<file path="src/rtl/cp0_int_ctrl_pkg.sv">
// Shared CP0 definitions: register numbers, field positions, write mask and
// the interrupt scheduler state type.
package cp0_int_ctrl_pkg;

   localparam logic [4:0]  REG_SR    = 5'd12;
   localparam logic [4:0]  REG_CAUSE = 5'd13;
   localparam logic [4:0]  REG_EPC   = 5'd14;
   localparam logic [4:0]  REG_PRID  = 5'd15;

   localparam int unsigned IM_LO     = 10;
   localparam int unsigned IP_LO     = 10;
   localparam int unsigned EXL_BIT   = 1;
   localparam int unsigned IE_BIT    = 0;
   localparam int unsigned BD_BIT    = 31;
   localparam int unsigned EXC_LO    = 2;

   localparam logic [31:0] SR_WMASK  = 32'h0000_FC03;
   localparam logic [4:0]  EXC_INT   = 5'd0;

   typedef enum logic {
      ST_IDLE = 1'b0,
      ST_WAIT = 1'b1
   } cp0_state_e;

endpackage

</file>
<file path="src/rtl/cp0_int_ctrl.sv">
// CP0 register file (SR, Cause, EPC, PRId) with mfc0/mtc0/eret handling and
// the hardware interrupt scheduler that never takes an interrupt on a bubble.
module cp0_int_ctrl
   import cp0_int_ctrl_pkg::*;
#(
   parameter int unsigned NUM_HWINT  = 6,
   parameter logic [31:0] PRID       = 32'h4A4C_0001,
   parameter logic [31:0] HANDLER_PC = 32'h0000_4180
) (
   input  logic                 clk,
   input  logic                 reset,
   input  logic [NUM_HWINT-1:0] HWInt,
   input  logic [31:0]          PCM,
   input  logic                 ValidM,
   input  logic                 BDM,
   input  logic                 WeM,
   input  logic [4:0]           AddrM,
   input  logic [31:0]          DInM,
   input  logic                 EretM,
   output logic [31:0]          DOutM,
   output logic                 IntReq,
   output logic [31:0]          HandlerPC,
   output logic [31:0]          EPCOut
);

   logic [NUM_HWINT-1:0] im;
   logic [NUM_HWINT-1:0] ip;
   logic                 exl;
   logic                 ie;
   logic                 bd;
   logic [4:0]           exc_code;
   logic [31:0]          epc;
   cp0_state_e           state;

   logic                 pend;
   logic                 wr_sr;
   logic                 wr_epc;
   logic                 eret_ok;
   logic [31:0]          sr_word;
   logic [31:0]          cause_word;
   logic [31:0]          epc_wdata;

   assign pend      = (|(ip & im)) & ie & ~exl;
   // The interrupt is taken in the same cycle the M stage holds a real
   // instruction, from either state; the state only tracks the waiting period.
   assign IntReq    = pend & ValidM & ~reset;
   assign wr_sr     = WeM & (AddrM == REG_SR)  & ~IntReq;
   assign wr_epc    = WeM & (AddrM == REG_EPC) & ~IntReq;
   assign eret_ok   = EretM & ~IntReq;
   assign epc_wdata = {DInM[31:2], 2'b00};
   assign HandlerPC = HANDLER_PC;
   assign EPCOut    = wr_epc ? epc_wdata : epc;

   always_comb begin
      sr_word                          = '0;
      sr_word[IM_LO +: NUM_HWINT]      = im;
      sr_word[EXL_BIT]                 = exl;
      sr_word[IE_BIT]                  = ie;
      sr_word                          = sr_word & SR_WMASK;
      cause_word                       = '0;
      cause_word[BD_BIT]               = bd;
      cause_word[IP_LO +: NUM_HWINT]   = ip;
      cause_word[EXC_LO +: 5]          = exc_code;
   end

   always_comb begin
      DOutM = '0;
      case (AddrM)
         REG_SR:    DOutM = sr_word;
         REG_CAUSE: DOutM = cause_word;
         REG_EPC:   DOutM = epc;
         REG_PRID:  DOutM = PRID;
         default:   DOutM = '0;
      endcase
   end

   always_ff @(posedge clk) begin
      if (reset) begin
         im       <= '0;
         ip       <= '0;
         exl      <= 1'b0;
         ie       <= 1'b0;
         bd       <= 1'b0;
         exc_code <= '0;
         epc      <= '0;
         state    <= ST_IDLE;
      end else begin
         ip <= HWInt;

         case (state)
            ST_IDLE: if (pend && !ValidM) state <= ST_WAIT;
            ST_WAIT: if (!pend || ValidM) state <= ST_IDLE;
            default: state <= ST_IDLE;
         endcase

         if (IntReq) begin
            epc      <= BDM ? (PCM - 32'd4) : PCM;
            bd       <= BDM;
            exc_code <= EXC_INT;
            exl      <= 1'b1;
         end else begin
            if (wr_sr) begin
               im  <= DInM[IM_LO +: NUM_HWINT];
               exl <= DInM[EXL_BIT];
               ie  <= DInM[IE_BIT];
            end
            if (wr_epc) epc <= epc_wdata;
            // Placed after the SR write so eret owns EXL if both occur.
            if (eret_ok) exl <= 1'b0;
         end
      end
   end

endmodule
</file>
<file path="config.mk">
export PLATFORM = sky130hd
export DESIGN_NAME = cp0_int_ctrl
export DESIGN_NICKNAME = d
export VERILOG_FILES = /design/src/rtl/cp0_int_ctrl_pkg.sv /design/src/rtl/cp0_int_ctrl.sv
export SDC_FILE = /design/constraint.sdc
export NUM_CORES = 1
export LEC_CHECK = 0
export CORE_MARGIN = 2
export CORE_UTILIZATION = 30
export DETAILED_ROUTE_END_ITERATION = 8
export HOLD_SLACK_MARGIN = 0.06
export SLEW_MARGIN = 20
export SYNTH_ARGS = -nofsm -noshare
export SYNTH_HDL_FRONTEND = slang
export SYNTH_SLANG_ARGS = --single-unit
</file>
<file path="constraint.sdc">
create_clock -name clk -period 8.1 [get_ports clk]
set_input_delay 1.62 -clock clk [delete_from_list [all_inputs] [get_ports clk]]
set_output_delay 1.62 -clock clk [all_outputs]
set_load 0.05 [all_outputs]
</file>
==> out/qor.yml <==
drt:
  wl_mm: 13.0
  avgRoutedWirePerCell_um: 17.2
  dr_total_vias: 4016
  viasPerCell: 5.33
  drt-initial-drc-count: 218
  drc_errors: 0
  first_pass_iters: 4
  antenna_left: 0
clocking:
  cts_resized: 0
  h-tree-depth: 2
  cts.path.max_buffers: 2
  worstSkewPairLatency_ps: 290
  cts.clk_slew.worst_paths_ps: 70
  post_cts_buffers: 0
  cts_buffers: 5
  cts-root-buf: "clkbuf_16"
  clock-sinks: 47
  cts_tree: "built"
  ctsHoldBuffers: 0
final_layout:
  antenna_cells: 0
  layout_common_cells: "clkdlybuf4s50_1 (113), dfxtp_1 (47), nor2_1 (40)"
  drive_above_1_share_pct: 15.2
  fin_nets: 667
  area_delta_synth_final_pct: 40.8
  final_common_cell: "clkdlybuf4s50_1"
worst_setup_path:
  timing_worst_setup_path_type: "primary input to output pin"
  slowest_delay_ps: 880
  crit_arrival_ps: 4930
  crit_slowest_cell: "clkdlybuf4s50_1"
  crit_required_ps: 6480
  crit_path_start_kind: "primary input"
  path_buf_inv: 5
  critPathTopFamily: "buffers and inverters"
  crit_fanout: 50
  endpoint_kind: "output pin"
  crit_chain: "buf_2, nor4bb_1, o31ai_4, buf_4, inv_2, buf_4, clkdlybuf4s50_1"
  cp_common_cell: "buf_4"
yosys:
  synth_cell_type_count: 49
  synthFlopType: "dfxtp_1"
  avgSynthCellArea_sq_um: 7.93
  synth-edff-count: 0
  yosysWarnings: 0
  ys_seq_area_share_pct: 25.3
  synth_area_sq_mm: 0.00371
  syn_inst: 468
  async_flop_share_pct: 0
  synth-seq-cells: 47
sta:
  rsz0062_at_grt: "false"
  period_minus_slack_ps: 6550
  period_share_pct: 80.9
  finalHoldViolations: 0
  fin_skew_ps: 2.71
  relSlewSlack_pct: 36.6
  worst_slew_pin_slew_ps: 951
  hold_ws_ps: 493
  max_clock_freq_mhz: 153
  setup-violations-final: 0
  tns_ps: 0
  slew_violations: 0
floorplanning:
  coreArea_sq_mm: 0.0121
  io_pins: 178
  die_area_sq_mm: 0.0133
  die_y_um: 115
  initial_core_util_pct: 30.8
  die_x_um: 115
  rows: 40
global_routing:
  antenna_found_initial: 0
  grt_pass1_vias: 3934
  grt_usage_pct: 19.3
  grt_pass1_wl_mm: 20.2
  grt.overflow.total: 0
  grt_max_degree: 51
status:
  status: "completed"
placement:
  io_buffers: 145
  dpl.hpwl_mm: 9.59
  gp_congestion: 0.824
worst_hold_path:
  hp-class: "register to register"
power:
  leakagePower_nw: 1.95
  ir_drop_mv: 0.0715
  powerDensity_mw_per_mm2: 112
  power_mw: 0.585
run:
  max-cap-violations: 0
==> power breakdown <==
| group | switching [mW] | internal [mW] |
|---|---|---|
| Clock | 0.0971 | 0.114 |
| Combinational | 0.0850 | 0.0524 |
| Sequential | 0.00209 | 0.234 |
==> cell families (layout without fill, tap and decap cells) <==
logic type,Yosys count,after routing,synth area share [%]
mux,42,42,12.3
buf+inv,80,168,11.5
xor+xnor,10,10,2.36
compound gates,105,105,20.5
flops,47,47,25.3
fa+ha+maj,1,1,0.337
other cells,2,32,0.202
simple gates,181,181,27.4
==> synth_stat cells (all sizes together) (4+ instances only) <==
master	number	area, sq um
nor2b	11	68.8
o21ai	10	50.1
clkbuf	30	113
and2	17	106
or2	5	31.3
o311ai	4	35.0
a211oi	24	180
and3	18	113
nor3	13	65.1
inv	7	26.3
nor4	9	56.3
nand2	15	56.3
o41ai	4	35.0
o31ai	8	60.1
a311oi	15	131
mux2i	12	120
a221oi	6	52.6
nor2	41	154
dfxtp	47	941
mux2	30	338
or3	9	56.3
or4	19	146
xnor2	9	78.8
buf	43	289
a21oi	20	100
nand3	14	70.1
==> state kept, by name, indices dropped and copies added, names as in the netlist <==
name and flops:
epc 32, im 6, ip 6, bd 1, exl 1, ie 1
==> stage by stage <==
step                      cell area [sq um]  utilization [%]  worst slack [ps]  instances
after floorplan                        3820                -              3070        498
after global placement                 5090             42.2              1680        746
after detailed placement               5090             42.2              1590        746
after CTS                              5230             43.3              1590        754
after global routing                   5230             43.3              1380        754
final                                  5230             43.3              1550        754
==> metal layers <==
layer,part of all wire (%),global-route usage [%],vias up
li1,-,-,1924
met1,44,25.0,1891
met2,46,32.4,182
met3,7.4,2.74,19
met4,2.3,7.55,0
met5,0,0,-
==> final timing paths <==
| kind | slack (ps) | depth (start not counted) | start | end |
|---|---|---|---|---|
| max | 1550 | 7 | reset | IntReq |
| min | 490 | 2 | bd$_SDFFE_PP0P_ | bd$_SDFFE_PP0P_ |
| max reg2reg | 5360 | 7 | exl$_SDFFE_PP0P_ | epc[28]$_SDFF_PP0_ |
| min reg2reg | 490 | 2 | bd$_SDFFE_PP0P_ | bd$_SDFFE_PP0P_ |
==> worst register-to-register path, stage by stage (launching register included) <==
cell      delay, ps
dfxtp_1         330
nor4bb_1        690
o31ai_4         140
buf_4           280
inv_2           430
buf_4           380
a211oi_1         90
a311oi_1        300
==> area by class of cell <==
cell class              count  area [sq um]
clock buffers               6           129
clock inverters             2          12.5
fillers                  1194          6830
inverters                   7          26.3
multi-input cells         371          2480
flip-flops and latches     47           941
well taps                 168           210
repair buffers            153          1430
(Power assumes the default switching activity.)
